[config.mk]
export PLATFORM = sky130hd
export DESIGN_NAME = ps2_game_input_ctrl
export DESIGN_NICKNAME = d
export VERILOG_FILES = /design/src/rtl/ps2_game_input_ctrl.sv
export SDC_FILE = /design/constraint.sdc
export NUM_CORES = 1
export LEC_CHECK = 0
export CAP_MARGIN = 20
export CORE_AREA = 5 5 90 100
export CTS_BUF_LIST = sky130_fd_sc_hd__clkbuf_2 sky130_fd_sc_hd__clkbuf_4 sky130_fd_sc_hd__clkbuf_8
export DETAILED_ROUTE_END_ITERATION = 10
export DIE_AREA = 0 0 95 105
export SETUP_SLACK_MARGIN = 0.15
export SLEW_MARGIN = 0
export SYNTH_ARGS = -nofsm -noshare
export SYNTH_HDL_FRONTEND = slang
export SYNTH_SLANG_ARGS = --single-unit
export TNS_END_PERCENT = 50
[constraint.sdc]
create_clock -name clock -period 4.1 [get_ports clock]
set_clock_uncertainty 0.15 [all_clocks]
set_input_delay 0.41 -clock clock [delete_from_list [all_inputs] [get_ports clock]]
set_output_delay 0.41 -clock clock [all_outputs]
set_load 0.01 [all_outputs]
[src/rtl/ps2_game_input_ctrl.sv]
// PS/2 scan-code decoder for game controls: tracks E0/F0 prefixes, keeps held-key
// flags, and produces move levels, rate-limited fire pulses and a pause toggle.
module ps2_game_input_ctrl #(
  parameter logic [7:0] KEY_LEFT       = 8'h1C,
  parameter logic [7:0] KEY_RIGHT      = 8'h23,
  parameter logic [7:0] KEY_FIRE       = 8'h29,
  parameter logic [7:0] KEY_PAUSE      = 8'h4D,
  parameter int         FIRE_GAP       = 5000000,
  parameter int         PREFIX_TIMEOUT = 50000
) (
  input  logic       clock,
  input  logic       reset,
  input  logic       ps2_key_pressed,
  input  logic [7:0] ps2_key_data,
  output logic       move_left,
  output logic       move_right,
  output logic       fire,
  output logic       pause,
  output logic [7:0] last_code
);

  localparam int CW = $clog2(FIRE_GAP) + 1;
  localparam int TW = $clog2(PREFIX_TIMEOUT) + 1;

  typedef enum logic [1:0] {IDLE, EXT, BRK, EXT_BRK} state_e;

  state_e        state_q, state_d;
  logic [TW-1:0] tmo_q, tmo_d;
  logic [CW-1:0] cool_q, cool_d;
  logic          lp_q, lp_d, le_q, le_d, rp_q, rp_d, re_q, re_d;
  logic          fire_held_q, fire_held_d, pause_held_q, pause_held_d;
  logic          pause_q, pause_d, fire_q, fire_d;
  logic          ml_q, ml_d, mr_q, mr_d;
  logic [7:0]    last_q, last_d;
  logic          is_make, is_brk, ext, left_any, right_any;

  always_comb begin
    state_d      = state_q;
    tmo_d        = tmo_q;
    lp_d         = lp_q;
    le_d         = le_q;
    rp_d         = rp_q;
    re_d         = re_q;
    fire_held_d  = fire_held_q;
    pause_held_d = pause_held_q;
    pause_d      = pause_q;
    last_d       = last_q;
    is_make      = 1'b0;
    is_brk       = 1'b0;
    ext          = 1'b0;

    // A strobe always wins over a coincident timeout: it is decoded in the current state.
    if (ps2_key_pressed) begin
      tmo_d = '0;
      case (state_q)
        IDLE: begin
          if (ps2_key_data == 8'hE0)      state_d = EXT;
          else if (ps2_key_data == 8'hF0) state_d = BRK;
          else                            is_make = 1'b1;
        end
        EXT: begin
          if (ps2_key_data == 8'hF0)      state_d = EXT_BRK;
          else if (ps2_key_data != 8'hE0) begin
            is_make = 1'b1;
            ext     = 1'b1;
            state_d = IDLE;
          end
        end
        BRK: begin
          is_brk  = 1'b1;
          state_d = IDLE;
        end
        default: begin
          is_brk  = 1'b1;
          ext     = 1'b1;
          state_d = IDLE;
        end
      endcase
    end else if (state_q != IDLE) begin
      if (tmo_q == TW'(PREFIX_TIMEOUT - 1)) begin
        state_d = IDLE;
        tmo_d   = '0;
      end else begin
        tmo_d = tmo_q + 1'b1;
      end
    end

    // Setting an already-set flag is a no-op, so typematic repeats fall out naturally.
    if (is_make || is_brk) begin
      if (!ext && ps2_key_data == KEY_LEFT)  lp_d = is_make;
      if ( ext && ps2_key_data == 8'h6B)     le_d = is_make;
      if (!ext && ps2_key_data == KEY_RIGHT) rp_d = is_make;
      if ( ext && ps2_key_data == 8'h74)     re_d = is_make;
      if (!ext && ps2_key_data == KEY_FIRE)  fire_held_d = is_make;
      if (!ext && ps2_key_data == KEY_PAUSE) begin
        pause_held_d = is_make;
        if (is_make && !pause_held_q) pause_d = ~pause_q;
      end
    end
    if (is_make) last_d = ext ? (ps2_key_data | 8'h80) : ps2_key_data;

    left_any  = lp_d | le_d;
    right_any = rp_d | re_d;
    ml_d      = left_any & ~right_any & ~pause_d;
    mr_d      = right_any & ~left_any & ~pause_d;

    fire_d = fire_held_q && (cool_q == '0) && !pause_q;
    if (fire_d)              cool_d = CW'(FIRE_GAP - 1);
    else if (cool_q != '0)   cool_d = cool_q - 1'b1;
    else                     cool_d = cool_q;
  end

  always_ff @(posedge clock or posedge reset) begin
    if (reset) begin
      state_q      <= IDLE;
      tmo_q        <= '0;
      cool_q       <= '0;
      lp_q         <= 1'b0;
      le_q         <= 1'b0;
      rp_q         <= 1'b0;
      re_q         <= 1'b0;
      fire_held_q  <= 1'b0;
      pause_held_q <= 1'b0;
      pause_q      <= 1'b0;
      fire_q       <= 1'b0;
      ml_q         <= 1'b0;
      mr_q         <= 1'b0;
      last_q       <= 8'h00;
    end else begin
      state_q      <= state_d;
      tmo_q        <= tmo_d;
      cool_q       <= cool_d;
      lp_q         <= lp_d;
      le_q         <= le_d;
      rp_q         <= rp_d;
      re_q         <= re_d;
      fire_held_q  <= fire_held_d;
      pause_held_q <= pause_held_d;
      pause_q      <= pause_d;
      fire_q       <= fire_d;
      ml_q         <= ml_d;
      mr_q         <= mr_d;
      last_q       <= last_d;
    end
  end

  assign move_left  = ml_q;
  assign move_right = mr_q;
  assign fire       = fire_q;
  assign pause      = pause_q;
  assign last_code  = last_q;

endmodule

==> results.json, run 1 <==
{
  "outcome": "finished clean",
  "final.setup.tns_ps": 0,
  "start_util_pct": 38.9,
  "syn_nets": 309,
  "netlist_area_sq_um": 3050,
  "cts_buffers": 9,
  "path_max_fanout": 13,
  "grt_max_degree": 41,
  "clock_tree.htree_level_count": 3,
  "grt.total_usage_pct": 12.7,
  "first_global_vias": 2207,
  "synth-warning-count": 0,
  "critPathCaptureType": "flop",
  "arrival_time_of_the_worst_setup_path_ps": 2420,
  "power_w": 0.00173,
  "power.share.clock_pct": 32.7,
  "asyncSetResetFlopFracSynth_pct": 100,
  "timing.final.hold_violations": 0,
  "instances_no_fill": 438,
  "post-route-drc-count": 0,
  "criticalPathCategory": "reg -> reg",
  "setup.worst_path.start_class": "flop",
  "pins_over_slew_limit": 0,
  "switching_share_pct": 30.0,
  "synth_cells": 296,
  "floorplan.core_area_sq_um": 7830,
  "detail_route.iter0.violations": 71,
  "cts-hold-fix-buffers": 0,
  "max-cap-violations": 0,
  "seq_power_share_pct": 49.0,
  "clock_sinks": 61,
  "synth_enable_flop_cells": 0,
  "drt_wl_total_mm": 5.89,
  "postSynth.topFlopCell": "sky130_fd_sc_hd__dfrtp_1",
  "layout-drive-gt1-share_pct": 13.6,
  "dr_total_vias": 2242,
  "report.final.setup_viol": 0,
  "cts_buffer_depth": 2,
  "rsz0062_at_grt": "false",
  "ioPinCount": 23,
  "clock.fmax_mhz": 418,
  "syn-mean-instance-area_sq_um": 10.3,
  "ctsRootBufferMaster": "sky130_fd_sc_hd__clkbuf_8",
  "firstDrtPassIters": 4,
  "layout.cells.most_common": "sky130_fd_sc_hd__dfrtp_1",
  "fp-row-count": 34,
  "viasPerCell": 5.12,
  "initial_antenna_violation_count": 0,
  "detailedPlacementHpwl_mm": 4.16,
  "total_leakage_power_nw": 1.49,
  "worst_slew_margin_rel_pct": 39.1,
  "clk_latency_ps": 340,
  "hold_class": "reg -> reg",
  "max_slew.worst_pin.slew_ps": 907,
  "net-switching-power_w": 0.000521,
  "share_of_total_power_in_combinational_logic_pct": 18.3,
  "path_clk_slew_ps": 70,
  "die-height_um": 105,
  "diodes": 0,
  "number_of_cells_upsized_or_downsized_after_cts": 0,
  "area.growth.synth_to_final_pct": 17.9,
  "internal_power_w": 0.00121,
  "grt_overflow": 0,
  "fin_util_pct": 45.9,
  "synth-seq-area-share_pct": 50.1,
  "tritoncts": "done",
  "synth_cell_types": 54,
  "gp_routability_congestion": 0.775,
  "route.detailed.wl_per_inst_um": 13.5,
  "placed_cells_incl_taps": 422,
  "cts_setup_buffers": 0,
  "pwr_density_cell_nw_per_um2": 483,
  "synth-seq-cells": 61,
  "finalCriticalPeriod_ps": 2390,
  "grt_pass1_wl_mm": 10.2,
  "finalNetCount": 338,
  "cp.required_ps": 4130,
  "fp.dieArea_sq_um": 9980,
  "io_buffer_count": 22,
  "hold_ws_ps": 328,
  "layout.cells.most_common_list": "sky130_fd_sc_hd__dfrtp_1, sky130_fd_sc_hd__nor2_1, sky130_fd_sc_hd__nand2_1, sky130_fd_sc_hd__clkdlybuf4s50_1, sky130_fd_sc_hd__nor3_1",
  "final_antenna_net_count": 0,
  "irDropWorstVdd_mv": 0.249,
  "die_width_um": 95,
  "layout_worst_path_cycle_share_pct": 58.3
}
-- power groups by stage --
stage | clock network (W) | logic (W) | registers [W]
3_3_place_gp | 0 | 0.000318 | 0.000857
5_1_grt | 0.000614 | 0.000364 | 0.000867
4_1_cts | 0.000587 | 0.000324 | 0.000849
3_5_place_dp | 0 | 0.000323 | 0.000859
6_report | 0.000567 | 0.000318 | 0.000850
2_1_floorplan | 0 | 0.000244 | 0.000837
-- cell families after synthesis --
kind of cell,Yosys count,share of synthesized area (%)
AOI/OAI and AO/OA,43,9.28
xor gates and xnor gates,21,6.04
buffers and inverters,12,1.97
adders and majority gates,2,0.821
and+or+nand+nor,143,26.7
DFF,61,50.1
muxes,14,5.09
-- stage by stage --
step | area [sq um] | setup slack, ps
floorplan | 3050 | 2030
global placement | 3380 | 1550
detailed placement | 3380 | 1500
CTS | 3590 | 1650
global route | 3590 | 1430
finish | 3590 | 1710
-- Yosys cell counts, types with 2 or more instances --
cell type,count,area [sq um]
sky130_fd_sc_hd__nor3_1,16,80.1
sky130_fd_sc_hd__nor2b_1,2,12.5
sky130_fd_sc_hd__or3_1,4,25.0
sky130_fd_sc_hd__o41ai_1,2,17.5
sky130_fd_sc_hd__ha_1,2,25.0
sky130_fd_sc_hd__nor3_2,2,20.0
sky130_fd_sc_hd__nand4b_1,4,35.0
sky130_fd_sc_hd__mux2_2,11,124
sky130_fd_sc_hd__nand4_1,7,43.8
sky130_fd_sc_hd__nand3_1,13,65.1
sky130_fd_sc_hd__or2_2,2,12.5
sky130_fd_sc_hd__and3_1,8,50.1
sky130_fd_sc_hd__xor2_1,13,114
sky130_fd_sc_hd__buf_2,3,15.0
sky130_fd_sc_hd__nand2b_1,2,12.5
sky130_fd_sc_hd__o21ai_1,3,15.0
sky130_fd_sc_hd__and4bb_2,2,25.0
sky130_fd_sc_hd__or4_4,2,22.5
sky130_fd_sc_hd__a21o_1,3,22.5
sky130_fd_sc_hd__nand2_1,22,82.6
sky130_fd_sc_hd__nor4_1,6,37.5
sky130_fd_sc_hd__nor4_2,2,25.0
sky130_fd_sc_hd__nor3b_1,2,15.0
sky130_fd_sc_hd__xnor2_1,8,70.1
sky130_fd_sc_hd__and4b_1,2,20.0
sky130_fd_sc_hd__inv_1,7,26.3
sky130_fd_sc_hd__dfrtp_1,61,1530
sky130_fd_sc_hd__a21oi_1,8,40.0
sky130_fd_sc_hd__mux2i_1,2,20.0
sky130_fd_sc_hd__o21ai_0,14,70.1
sky130_fd_sc_hd__nor2_1,36,135
sky130_fd_sc_hd__a211oi_1,3,22.5
-- metal layers --
layer	up-vias	part of all wire [%]	track usage, %
li1	1135	-	-
met5	-	0	0
met3	5	3.2	3.67
met1	1072	49	16.9
met2	30	47	19.8
met4	0	0.61	4.54
-- critical path: stages (launching register included) --
cell,delay (ps)
sky130_fd_sc_hd__dfrtp_1,390
sky130_fd_sc_hd__ha_1,180
sky130_fd_sc_hd__nand3_1,120
sky130_fd_sc_hd__nor2_1,200
sky130_fd_sc_hd__nand4_1,280
sky130_fd_sc_hd__o21ai_1,800
sky130_fd_sc_hd__nor2_1,120
-- cell type report --
cell class / count / area [sq um]
multi-input combinational: 223 / 1460
inverter: 7 / 26.3
clock inverter: 3 / 42.5
fill: 760 / 4240
sequential: 61 / 1530
tap: 108 / 135
clock buffer: 13 / 173
timing repair buffer: 23 / 228
-- registers in the layout (all words and copies together), names as in the netlist --
register      cells
fire_held_q       1
move_right        1
state_q           2
lp_q              1
fire              1
last_code         8
move_left         1
re_q              1
rp_q              1
pause_held_q      1
pause             1
le_q              1
tmo_q            17
cool_q           24
-- worst paths after layout --
check	cells after the start	slack, ps	to	startpoint
setup / recovery	6	1710	tmo_q[4]	tmo_q[0]
hold / removal	2	330	re_q	re_q
setup reg to reg	6	1710	tmo_q[4]	tmo_q[0]
hold reg to reg	2	330	re_q	re_q
max in group asynchronous	3	2590	cool_q[23]	reset
min in group asynchronous	2	410	cool_q[4]	reset
(Power assumes the default switching activity.)
==> inputs of run 2 (changes only) <==
clock period = 2.11 ns   (was 4.1 ns; I/O delays follow)
==> run 2 against run 1 <==
Critical path depth shrank 1. Global-route usage grew 1.8 points. Die area did not move. Sequential share of layout area decreased by 4.8 points. Largest power group unchanged.
==> results.json, run 2 (synthesized netlist as in run 1, its figures left out) <==
{
  "ctsRootBufferMaster": "sky130_fd_sc_hd__clkbuf_8",
  "grt.met2_usage_pct": 23.9,
  "grt.total_usage_pct": 14.6,
  "instances_no_fill": 477,
  "r2r_slack_ps": 140,
  "share_of_total_power_in_combinational_logic_pct": 23.0,
  "net-switching-power_w": 0.00119,
  "hold_depth": 2,
  "gp_routability_congestion": 0.774,
  "clock_tree.htree_level_count": 3,
  "dr_total_vias": 2489,
  "r2r-end": "cool_q[17]",
  "internal_power_w": 0.00279,
  "finalNetCount": 377,
  "area.growth.synth_to_final_pct": 33.1,
  "power_w": 0.00398,
  "firstDrtPassIters": 4,
  "grtUsageMet1_pct": 18.4,
  "arrival_time_of_the_worst_setup_path_ps": 2040,
  "tritoncts": "done",
  "die_width_um": 95,
  "start_util_pct": 38.9,
  "reg2regPathDepth": 5,
  "gr-usage-met3_pct": 3.02,
  "diodes": 0,
  "cp.required_ps": 2180,
  "route.detailed.wl_per_inst_um": 14.0,
  "max_flop_register": "cool_q",
  "viasPerCell": 5.22,
  "clock_sinks": 61,
  "worst_slew_margin_rel_pct": 63.9,
  "post-route-drc-count": 0,
  "final_antenna_net_count": 0,
  "max-cap-violations": 0,
  "timing.final.hold_violations": 0,
  "report.final.setup_viol": 0,
  "max_slew.worst_pin.slew_ps": 537,
  "worstReg2RegStart": "cool_q[8]",
  "layout.cells.most_common": "sky130_fd_sc_hd__dfrtp_1",
  "final.setup.tns_ps": 0,
  "pins_over_slew_limit": 0,
  "switching_share_pct": 30.0,
  "largest_reg_flops": 24,
  "hold_class": "reg -> reg",
  "layout_worst_path_cycle_share_pct": 93.2,
  "cts_buffer_depth": 2,
  "holdCritStartpoint": "le_q",
  "detail_route.iter0.violations": 70,
  "cts_buffers": 9,
  "clock.fmax_mhz": 508,
  "io_buffer_count": 22,
  "grt_max_degree": 49,
  "grt_overflow": 0,
  "path_clk_slew_ps": 80,
  "fp.dieArea_sq_um": 9980,
  "die-height_um": 105,
  "ioPinCount": 23,
  "setup.worst_path.start_class": "flop",
  "first_global_vias": 2574,
  "layout-drive-gt1-share_pct": 26.8,
  "drt_wl_total_mm": 6.70,
  "detailedPlacementHpwl_mm": 4.70,
  "grt_pass1_wl_mm": 11.7,
  "criticalPathCategory": "reg -> reg",
  "layout.cells.most_common_list": "sky130_fd_sc_hd__dfrtp_1, sky130_fd_sc_hd__buf_4, sky130_fd_sc_hd__nor2_1, sky130_fd_sc_hd__clkdlybuf4s50_1, sky130_fd_sc_hd__nand2_1",
  "rsz0062_at_grt": "true",
  "power.share.clock_pct": 35.4,
  "finalCriticalPeriod_ps": 1970,
  "fp-row-count": 34,
  "placed_cells_incl_taps": 452,
  "path_max_fanout": 5,
  "total_leakage_power_nw": 1.73,
  "critPathCaptureType": "flop",
  "outcome": "finished clean",
  "initial_antenna_violation_count": 0,
  "clk_latency_ps": 340,
  "floorplan.core_area_sq_um": 7830,
  "fin_util_pct": 51.8,
  "gr-max-usage-layer": "met2",
  "irDropWorstVdd_mv": 0.406,
  "hold_path_end": "le_q",
  "pwr_density_cell_nw_per_um2": 982,
  "layout.filler_cells": 750,
  "seq_power_share_pct": 41.6
}
## run 2: cell types whose count changed in the layout (fill, tap and decap cells not counted), moves of 3 or more
cell,change
sky130_fd_sc_hd__bufinv_16,+3
sky130_fd_sc_hd__clkbuf_8,-3
sky130_fd_sc_hd__nor3_1,-3
sky130_fd_sc_hd__nor4_4,+3
sky130_fd_sc_hd__buf_4,+36
sky130_fd_sc_hd__dfrtp_1,-3
sky130_fd_sc_hd__dfrtp_2,+3
## run 2: final cells by class
cell class              instances  area [sq um]  share of cell area [%]
clock buffers                   9           124                    3.05
clock inverters                 7           146                    3.61
inverters                       7          26.3                   0.648
multi-input cells             223          1550                    38.3
flip-flops and latches         61          1530                    37.7
well taps                     108           135                    3.33
repair buffers                 62           539                    13.3
## run 2: timing repair
action	CTS	global route
pin swaps	5	7
endpoints found under the hold margin	3	0
hold buffers	1	0
resized for setup	11	13
endpoints found under the setup margin	17	23
buffers inserted	5	3
## run 2: layer usage
| layer | routed length (um) | up-vias | part of all wire [%] |
|---|---|---|---|
| li1 | - | 1214 | - |
| met5 | 0 | - | 0 |
| met1 | 3150 | 1238 | 47 |
| met3 | 153 | 10 | 2.3 |
| met2 | 3290 | 27 | 49 |
| met4 | 93 | 0 | 1.4 |
## run 2: power groups by stage
stage	logic, W	registers [W]	clock network, W
floorplan	0.000475	0.00163	0
global placement	0.000764	0.00164	0
detailed placement	0.000784	0.00165	0
CTS	0.000870	0.00165	0.00144
global route	0.00102	0.00170	0.00148
finish	0.000914	0.00166	0.00141
## run 2: stage by stage
step	setup WS [ps]	instance area, sq um	hold slack (ps)
after floorplan	216	3050	174
after global placement	-87.0	3610	304
after detailed placement	-112	3610	329
after CTS	152	3980	346
after global routing	17.4	4060	355
final	143	4060	339
## run 2: how the worst max path moves through the flow
| stage | start | end | slack, ps | cells past startpoint |
|---|---|---|---|---|
| finish | cool_q[8] | cool_q[17] | 140 | 5 |
| floorplan | cool_q[7] | cool_q[12] | 220 | 3 |
| detailed placement | ps2_key_data[1] | move_right | -110 | 6 |
| global route | cool_q[3] | cool_q[15] | 20 | 5 |
| CTS | cool_q[5] | cool_q[17] | 150 | 5 |
| global placement | ps2_key_data[1] | move_right | -90 | 6 |
## run 2: critical path, cell delays in order (launching register included)
cell and delay (ps):
sky130_fd_sc_hd__dfrtp_2 430, sky130_fd_sc_hd__nor4_4 310, sky130_fd_sc_hd__buf_4 170, sky130_fd_sc_hd__nand2_2 120
sky130_fd_sc_hd__nor4_4 310, sky130_fd_sc_hd__mux2_2 360
